$ cat src/rtl/axis_measure_ctrl_master_pkg.sv
// Shared constants, opcodes and FSM state type for the AXI4-Lite control master
// that drives the s_axi_control port of axis_measure_top.
package axis_measure_ctrl_master_pkg;

  localparam int unsigned STORE_DATA_WIDTH = 4;

  localparam logic [31:0] CONTROL_OFFSET    = 32'h0000_0000;
  localparam logic [31:0] CYCLES_OFFSET     = 32'h0000_0010;
  localparam logic [31:0] LAST_FRAME_OFFSET = 32'h0000_0018;
  localparam logic [31:0] SIG_CLEAR         = 32'h0000_0001;
  localparam logic [31:0] SIG_START         = 32'h0000_0002;

  localparam logic [1:0] CMD_WRITE    = 2'd0;
  localparam logic [1:0] CMD_READ     = 2'd1;
  localparam logic [1:0] CMD_SNAPSHOT = 2'd2;

  localparam logic [1:0] RESP_OKAY   = 2'b00;
  localparam logic [1:0] RESP_EXOKAY = 2'b01;
  localparam logic [1:0] RESP_SLVERR = 2'b10;
  localparam logic [1:0] RESP_DECERR = 2'b11;

  typedef enum logic [2:0] {
    ST_IDLE,
    ST_WR_REQ,
    ST_WR_RESP,
    ST_RD_REQ,
    ST_RD_DATA,
    ST_RSP
  } state_t;

  function automatic logic [1:0] resp_worst(input logic [1:0] a, input logic [1:0] b);
    return (a > b) ? a : b;
  endfunction

endpackage

$ cat src/rtl/axis_measure_ctrl_master.sv
// Single-outstanding AXI4-Lite initiator: turns host WRITE/READ/SNAPSHOT commands
// into bus transactions; every AXI and response output comes straight from a flop.
module axis_measure_ctrl_master
  import axis_measure_ctrl_master_pkg::*;
#(
  parameter logic [3:0] WSTRB_ALL = 4'hF
) (
  input  logic                          ap_clk,
  input  logic                          ap_rst,
  input  logic                          cmd_valid,
  output logic                          cmd_ready,
  input  logic [1:0]                    cmd_op,
  input  logic [31:0]                   cmd_addr,
  input  logic [STORE_DATA_WIDTH*8-1:0] cmd_wdata,
  output logic                          rsp_valid,
  input  logic                          rsp_ready,
  output logic [63:0]                   rsp_data,
  output logic [1:0]                    rsp_resp,
  output logic [31:0]                   m_axi_control_awaddr,
  output logic                          m_axi_control_awvalid,
  input  logic                          m_axi_control_awready,
  output logic [31:0]                   m_axi_control_wdata,
  output logic [3:0]                    m_axi_control_wstrb,
  output logic                          m_axi_control_wvalid,
  input  logic                          m_axi_control_wready,
  input  logic [1:0]                    m_axi_control_bresp,
  input  logic                          m_axi_control_bvalid,
  output logic                          m_axi_control_bready,
  output logic [31:0]                   m_axi_control_araddr,
  output logic                          m_axi_control_arvalid,
  input  logic                          m_axi_control_arready,
  input  logic [31:0]                   m_axi_control_rdata,
  input  logic [1:0]                    m_axi_control_rresp,
  input  logic                          m_axi_control_rvalid,
  output logic                          m_axi_control_rready
);

  state_t      r_state,     w_state_nxt;
  logic        r_snap,      w_snap_nxt;
  logic        r_beat,      w_beat_nxt;
  logic        r_aw_done,   w_aw_done_nxt;
  logic        r_w_done,    w_w_done_nxt;
  logic        r_awvalid,   w_awvalid_nxt;
  logic        r_wvalid,    w_wvalid_nxt;
  logic        r_bready,    w_bready_nxt;
  logic        r_arvalid,   w_arvalid_nxt;
  logic        r_rready,    w_rready_nxt;
  logic        r_rsp_valid, w_rsp_valid_nxt;
  logic        r_cmd_ready, w_cmd_ready_nxt;
  logic [31:0] r_awaddr,    w_awaddr_nxt;
  logic [31:0] r_araddr,    w_araddr_nxt;
  logic [31:0] r_wdata,     w_wdata_nxt;
  logic [63:0] r_rsp_data,  w_rsp_data_nxt;
  logic [1:0]  r_rsp_resp,  w_rsp_resp_nxt;
  logic [3:0]  r_wstrb;

  logic w_aw_hs;
  logic w_w_hs;

  assign w_aw_hs = r_awvalid && m_axi_control_awready;
  assign w_w_hs  = r_wvalid  && m_axi_control_wready;

  always_ff @(posedge ap_clk or posedge ap_rst) begin
    if (ap_rst) begin
      r_state     <= ST_IDLE;
      r_snap      <= 1'b0;
      r_beat      <= 1'b0;
      r_aw_done   <= 1'b0;
      r_w_done    <= 1'b0;
      r_awvalid   <= 1'b0;
      r_wvalid    <= 1'b0;
      r_bready    <= 1'b0;
      r_arvalid   <= 1'b0;
      r_rready    <= 1'b0;
      r_rsp_valid <= 1'b0;
      r_cmd_ready <= 1'b0;
      r_awaddr    <= '0;
      r_araddr    <= '0;
      r_wdata     <= '0;
      r_rsp_data  <= '0;
      r_rsp_resp  <= '0;
      r_wstrb     <= WSTRB_ALL;
    end else begin
      r_state     <= w_state_nxt;
      r_snap      <= w_snap_nxt;
      r_beat      <= w_beat_nxt;
      r_aw_done   <= w_aw_done_nxt;
      r_w_done    <= w_w_done_nxt;
      r_awvalid   <= w_awvalid_nxt;
      r_wvalid    <= w_wvalid_nxt;
      r_bready    <= w_bready_nxt;
      r_arvalid   <= w_arvalid_nxt;
      r_rready    <= w_rready_nxt;
      r_rsp_valid <= w_rsp_valid_nxt;
      r_cmd_ready <= w_cmd_ready_nxt;
      r_awaddr    <= w_awaddr_nxt;
      r_araddr    <= w_araddr_nxt;
      r_wdata     <= w_wdata_nxt;
      r_rsp_data  <= w_rsp_data_nxt;
      r_rsp_resp  <= w_rsp_resp_nxt;
      r_wstrb     <= WSTRB_ALL;
    end
  end

  // Next-state logic computes the registered value of every output, so each
  // valid/ready rises in the cycle after the decision that enables it.
  always_comb begin
    w_state_nxt     = r_state;
    w_snap_nxt      = r_snap;
    w_beat_nxt      = r_beat;
    w_aw_done_nxt   = r_aw_done;
    w_w_done_nxt    = r_w_done;
    w_awvalid_nxt   = r_awvalid;
    w_wvalid_nxt    = r_wvalid;
    w_bready_nxt    = r_bready;
    w_arvalid_nxt   = r_arvalid;
    w_rready_nxt    = r_rready;
    w_rsp_valid_nxt = r_rsp_valid;
    w_awaddr_nxt    = r_awaddr;
    w_araddr_nxt    = r_araddr;
    w_wdata_nxt     = r_wdata;
    w_rsp_data_nxt  = r_rsp_data;
    w_rsp_resp_nxt  = r_rsp_resp;

    unique case (r_state)
      ST_IDLE: begin
        if (cmd_valid && r_cmd_ready) begin
          w_rsp_resp_nxt = RESP_OKAY;
          w_rsp_data_nxt = '0;
          w_beat_nxt     = 1'b0;
          w_aw_done_nxt  = 1'b0;
          w_w_done_nxt   = 1'b0;
          w_snap_nxt     = (cmd_op == CMD_SNAPSHOT);
          unique case (cmd_op)
            CMD_WRITE: begin
              w_awaddr_nxt  = cmd_addr;
              w_wdata_nxt   = cmd_wdata;
              w_awvalid_nxt = 1'b1;
              w_wvalid_nxt  = 1'b1;
              w_state_nxt   = ST_WR_REQ;
            end
            CMD_READ: begin
              w_araddr_nxt  = cmd_addr;
              w_arvalid_nxt = 1'b1;
              w_state_nxt   = ST_RD_REQ;
            end
            CMD_SNAPSHOT: begin
              w_araddr_nxt  = CYCLES_OFFSET;
              w_arvalid_nxt = 1'b1;
              w_state_nxt   = ST_RD_REQ;
            end
            default: begin
              w_rsp_resp_nxt  = RESP_SLVERR;
              w_rsp_valid_nxt = 1'b1;
              w_state_nxt     = ST_RSP;
            end
          endcase
        end
      end

      ST_WR_REQ: begin
        if (w_aw_hs) begin
          w_awvalid_nxt = 1'b0;
          w_aw_done_nxt = 1'b1;
        end
        if (w_w_hs) begin
          w_wvalid_nxt = 1'b0;
          w_w_done_nxt = 1'b1;
        end
        if (w_aw_done_nxt && w_w_done_nxt) begin
          w_bready_nxt = 1'b1;
          w_state_nxt  = ST_WR_RESP;
        end
      end

      ST_WR_RESP: begin
        if (m_axi_control_bvalid) begin
          w_rsp_resp_nxt  = resp_worst(r_rsp_resp, m_axi_control_bresp);
          w_bready_nxt    = 1'b0;
          w_rsp_valid_nxt = 1'b1;
          w_state_nxt     = ST_RSP;
        end
      end

      ST_RD_REQ: begin
        if (m_axi_control_arready) begin
          w_arvalid_nxt = 1'b0;
          w_rready_nxt  = 1'b1;
          w_state_nxt   = ST_RD_DATA;
        end
      end

      ST_RD_DATA: begin
        if (m_axi_control_rvalid) begin
          w_rsp_resp_nxt = resp_worst(r_rsp_resp, m_axi_control_rresp);
          w_rready_nxt   = 1'b0;
          if (r_beat) begin
            w_rsp_data_nxt[63:32] = m_axi_control_rdata;
            w_rsp_valid_nxt       = 1'b1;
            w_state_nxt           = ST_RSP;
          end else begin
            w_rsp_data_nxt[31:0] = m_axi_control_rdata;
            if (r_snap) begin
              // Lo is committed even on an error resp; only hi follows.
              w_beat_nxt    = 1'b1;
              w_araddr_nxt  = CYCLES_OFFSET + 32'd4;
              w_arvalid_nxt = 1'b1;
              w_state_nxt   = ST_RD_REQ;
            end else begin
              w_rsp_valid_nxt = 1'b1;
              w_state_nxt     = ST_RSP;
            end
          end
        end
      end

      ST_RSP: begin
        if (rsp_ready) begin
          w_rsp_valid_nxt = 1'b0;
          w_state_nxt     = ST_IDLE;
        end
      end

      default: begin
        w_state_nxt = ST_IDLE;
      end
    endcase

    w_cmd_ready_nxt = (w_state_nxt == ST_IDLE);
  end

  assign cmd_ready             = r_cmd_ready;
  assign rsp_valid             = r_rsp_valid;
  assign rsp_data              = r_rsp_data;
  assign rsp_resp              = r_rsp_resp;
  assign m_axi_control_awaddr  = r_awaddr;
  assign m_axi_control_awvalid = r_awvalid;
  assign m_axi_control_wdata   = r_wdata;
  assign m_axi_control_wstrb   = r_wstrb;
  assign m_axi_control_wvalid  = r_wvalid;
  assign m_axi_control_bready  = r_bready;
  assign m_axi_control_araddr  = r_araddr;
  assign m_axi_control_arvalid = r_arvalid;
  assign m_axi_control_rready  = r_rready;

endmodule

$ cat config.mk
export PLATFORM = sky130hd
export DESIGN_NAME = axis_measure_ctrl_master
export DESIGN_NICKNAME = d
export VERILOG_FILES = /design/src/rtl/axis_measure_ctrl_master_pkg.sv /design/src/rtl/axis_measure_ctrl_master.sv
export SDC_FILE = /design/constraint.sdc
export NUM_CORES = 1
export LEC_CHECK = 0
export ABC_AREA = 1
export CORE_UTILIZATION = 48
export DETAILED_ROUTE_END_ITERATION = 10
export PLACE_DENSITY = 0.95
export SLEW_MARGIN = 20
export SYNTH_ARGS = -nofsm -noshare
export SYNTH_HDL_FRONTEND = slang
export SYNTH_SLANG_ARGS = --single-unit
$ cat constraint.sdc
create_clock -name ap_clk -period 13.5 [get_ports ap_clk]
set_clock_uncertainty 0.15 [all_clocks]
set_input_delay 2.7 -clock ap_clk [delete_from_list [all_inputs] [get_ports ap_clk]]
set_output_delay 2.7 -clock ap_clk [all_outputs]
set_load 0.005 [all_outputs]
Word-level counts from Yosys, hierarchy flattened
Cells that the tools add are included.

Bits in registers: 176. Input port bits: 111. Output and inout bits: 173. Logic and storage cells: 141.

Order comparisons: 2. Equal/unequal tests: 25. Multiplexer cells: 66. Reductions and logical operators: 30.

Operators with widths (count): 32-bit 2-to-1 mux (6); 64-bit 2-to-1 mux (2); 32-bit case mux with 2 select lines (2); 64-bit case mux with 2 select lines (1); 2-bit != test (second input constant) (15); 1-bit 2-to-1 mux (29); 3-bit 2-to-1 mux (8); 3-bit case mux with 6 select lines (1); 4-bit AND reduction (4); 1-bit case mux with 2 select lines (7); 7-bit AND reduction (2); 2-bit 2-to-1 mux (6); 3-bit AND reduction (4); 6-bit AND reduction (2); 2-bit nonzero test (4); 3-bit by 2-bit == test with 1-bit output (second input constant) (2); 3-bit == test (second input constant) (2); 3-bit logical NOT (2); 2-bit case mux with 3 select lines (1); 3-bit case mux with 2 select lines (1); 3-bit nonzero test (2); 2-bit > comparator (2); 1-bit logical AND (4); 1-bit case mux with 4 select lines (1); 12 further kinds (13).

Depth between registers and ports, before layout
Word-level depth: 7. Depth in mapped cells: 11. Depth with buffers taken out: 11.

Least setup slack after synthesis
No wires, ideal clock.

Kind: input to register. From: input cmd_op[0]. To: register r_wdata[18], in the netlist m_axi_control_wdata[18]. Library setup time: 66 ps. Arrival: 3642 ps. Required time: 13284 ps. Setup slack: 9642 ps. Stages: 6. Path buffers: 2. Cells stage by stage: inv_1 -> ha_1 -> clkbuf_1 -> buf_1 -> nand3_1 -> nand2_1.

Longest elaborated chain between the ends: 2.

RTL lines: from (decl) (line axis_measure_ctrl_master.sv:12) `input logic [1:0] cmd_op,`; 2-bit logical NOT (line axis_measure_ctrl_master.sv:134) `unique case (cmd_op)`; 3-bit AND reduction (no source line); to (signal assigned) (line axis_measure_ctrl_master.sv:98) `r_wdata <= w_wdata_nxt;`; to (decl) (line axis_measure_ctrl_master.sv:52) `logic [31:0] r_wdata, w_wdata_nxt;`.

Every way passes these cells. A chain may end at the register's enable or synchronous reset.

Worst setup path in the final report
From: input cmd_valid. To: register r_rsp_data[42], in the netlist rsp_data[42].

Longest elaborated chain between the ends: 3.

RTL lines: from (decl) (line axis_measure_ctrl_master.sv:10) `input logic cmd_valid,`; 1-bit logical AND (line axis_measure_ctrl_master.sv:127) `if (cmd_valid && r_cmd_ready) begin`; 2-bit != test (no source line); 4-bit AND reduction (no source line); to (signal assigned) (line axis_measure_ctrl_master.sv:99) `r_rsp_data <= w_rsp_data_nxt;`; to (decl) (line axis_measure_ctrl_master.sv:53) `logic [63:0] r_rsp_data, w_rsp_data_nxt;`.

Every way passes these cells.

==> impl_metrics.py <==
metrics = {
    "cells_and_area": {
        "mostFrequentLayoutCells": "nand2_1 (410), clkdlybuf4s50_1 (279), dfrtp_1 (176)",
        "multi_input_area_sq_mm": 0.00280,
        "fin_nets": 1309,
        "antenna_cells": 0,
        "final_common_cell": "nand2_1",
        "nFillCells": 1109,
        "stdcell_count": 1419,
        "layout-drive-gt1-share_pct": 5.40,
        "stdcell_area_sq_mm": 0.0112,
        "regArea_sq_mm": 0.00440,
        "synthToLayoutAreaGrowth_pct": 45.1,
    },
    "worst_hold_path": {
        "hold_depth": 2,
        "hold-path-endpoint": "rsp_valid",
        "hp-class": "reg2reg",
        "hp-start": "rsp_valid",
    },
    "clock_tree": {
        "numCtsBuffers": 17,
        "post_cts_buffers": 0,
        "tritoncts": "built",
        "clk_pin_slew_ns": 0.07,
        "cts.sinks": 176,
        "postCtsResizedCells": 0,
        "cts_hold_buf": 0,
        "clk_path_buf_depth": 2,
        "cts_max_level": 4,
        "cts_root_buf": "clkbuf_16",
        "insertion_delay_ns": 0.42,
    },
    "worst_setup_path": {
        "worstReg2RegStart": "r_state[2]",
        "crit_family": "buffers and inverters",
        "crit_type": "in2reg",
        "end_kind": "flip-flop",
        "ff2ff_setup_slack_ns": 10.72,
        "cp-start-kind": "input pin",
        "critPathMaxFanout": 70,
        "critPathSlowestCell": "buf_4",
        "r2r-end": "rsp_data[42]",
        "ff2ff_path_depth": 9,
        "max_stage_delay_ns": 0.58,
        "cp_cell_sequence": "clkdlybuf4s50_1 -> nand2_1 -> nor2_4 -> buf_4 -> a21oi_4 -> buf_4 -> inv_2 -> nand2_1 -> nand2_1",
        "arrival_ns": 5.06,
        "critPathBufInv": 4,
        "cp_data_required_time_ns": 13.70,
        "critPathMostFrequentCell": "nand2_1",
    },
    "timing": {
        "slew_headroom_pct": 42.6,
        "max_freq_ghz": 0.206,
        "slew_viol_final": 0,
        "min_period_ns": 4.86,
        "hold_violations": 0,
        "setup_slack_ns": 8.64,
        "tns_ns": 0,
        "setup_violations": 0,
        "tightest_slew_ns": 0.862,
        "finalCritPeriodShare_pct": 36.0,
        "rsz0062_at_grt": "no",
    },
    "global_route": {
        "use_met3_pct": 6.36,
        "met1_usage_pct": 33.9,
        "grt_pass1_vias": 6865,
        "grt_first_pass_wirelength_um": 34900,
        "grt_busiest_layer": "met2",
        "grt_usage_pct": 27.3,
        "grt_max_degree": 98,
        "gr-usage-met2_pct": 45.8,
        "antenna_found_initial": 0,
        "grt_overflow": 0,
    },
    "flow_run": {
        "maxCapViolations": 0,
    },
    "floorplan": {
        "start_util_pct": 48.9,
        "die_w_um": 129,
        "io_pins": 284,
        "dieArea_sq_mm": 0.0166,
        "core_area_sq_mm": 0.0158,
        "die_h_um": 129,
        "rows": 46,
    },
    "logic_synthesis": {
        "yosysTopAreaCellShare_pct": 56.9,
        "synth.avg_cell_area_sq_um": 8.29,
        "yosys-top-cells-area": "dfrtp_1 (57%), nand2_1 (20%), nand3_1 (5.4%)",
        "ys_types": 27,
        "synth_cells": 934,
        "syn-cell-area_sq_mm": 0.00774,
        "yosys_warnings": 0,
        "synth_top_cell_by_area": "dfrtp_1",
        "ys_ff_latch": 176,
        "synth_seq_area_share_pct": 56.9,
    },
    "placement": {
        "placedInstanceArea_sq_mm": 0.0106,
        "dp.cells": 1386,
        "pre_cts_ws_ns": 8.25,
        "gp_congestion": 0.829,
        "dp_hpwl_um": 15400,
        "io_buffers": 279,
    },
    "routing": {
        "avgViaCountPerCell": 5.14,
        "drc": 0,
        "dr.first_iter.drc_count": 568,
        "final_antenna_net_count": 0,
        "wl_per_cell_um": 15.9,
        "num_vias": 7288,
        "totalWireLength_um": 22500,
        "dr.pass1.iters": 7,
    },
    "pwr": {
        "power_density_mw_per_mm2": 217,
        "power.leakage_nw": 5.73,
        "vdd_drop_max_v": 0.000122,
    },
    "status": {
        "outcome": "completed",
    },
}
## registers in the layout, summed over array words and instances, names as in the netlist, 2 cells and up
signal,cells
m_axi_control_wdata,32
rsp_data,64
m_axi_control_awaddr,32
rsp_resp,2
r_state,3
m_axi_control_araddr,32
## metrics by stage
stage / util (%) / hold WS, ns / power, mW
after floorplan: - / 0.314 / 1.30
final: 70.9 / 0.323 / 2.44
after global routing: 70.9 / 0.346 / 2.59
after detailed placement: 66.8 / 0.307 / 1.90
after CTS: 70.8 / 0.324 / 2.45
after global placement: 66.8 / 0.303 / 1.86
## tightest hold or removal path: stages (launching register included)
cell and delay (ns):
dfrtp_1 0.35, nand2_1 0.05, nand2_1 0.04
## per-layer routing
metal	part of all wire (%)	up-vias
met5	0	-
met4	2.4	0
met3	8.4	38
met2	51	378
met1	38	3465
li1	-	3407
## power by group
group | total [mW] | switching, mW | internal, mW
Sequential | 0.905 | 0.146 | 0.758
Combinational | 1.00 | 0.471 | 0.533
Clock | 0.529 | 0.217 | 0.312
Total | 2.44 | 0.834 | 1.60
## Yosys cell counts, drive strengths merged
cell / count
nand2: 417
dfrtp: 176
nand3: 85
o21ai: 71
inv: 63
nor2: 50
buf: 37
clkbuf: 16
ha: 8
a21oi: 3
nand4: 3
nor3: 2
or2: 2
conb: 1
## area by class of cell
cell class	count	area share, %
tap	216	2.41
timing repair buffer	287	25.6
clock inverter	12	1.52
multi-input combinational	645	25.0
inverter	63	2.15
clock buffer	20	4.16
sequential	176	39.2
## cell families after synthesis
logic type               after synthesis  synth area share [%]
AND/OR/NAND/NOR                      559                  29.7
adder cells (fa/ha/maj)                8                  1.29
other                                  1                0.0485
flip-flops                           176                  56.9
AO/OA/AOI/OAI                         74                  4.93
buffers and inverters                116                  7.07
## worst max-delay path by stage
| stage | start | end | slack [ns] | cells after the start |
|---|---|---|---|---|
| global placement | cmd_valid | rsp_data[53] | 8.34 | 9 |
| global route | cmd_valid | rsp_data[43] | 8.50 | 9 |
| floorplan | ap_rst | cmd_ready | 5.88 | 1 |
| CTS | cmd_valid | rsp_data[42] | 8.68 | 9 |
| detailed placement | cmd_valid | rsp_data[42] | 8.25 | 9 |
| finish | cmd_valid | rsp_data[42] | 8.64 | 9 |
Power figures use the tool's default switching activity.
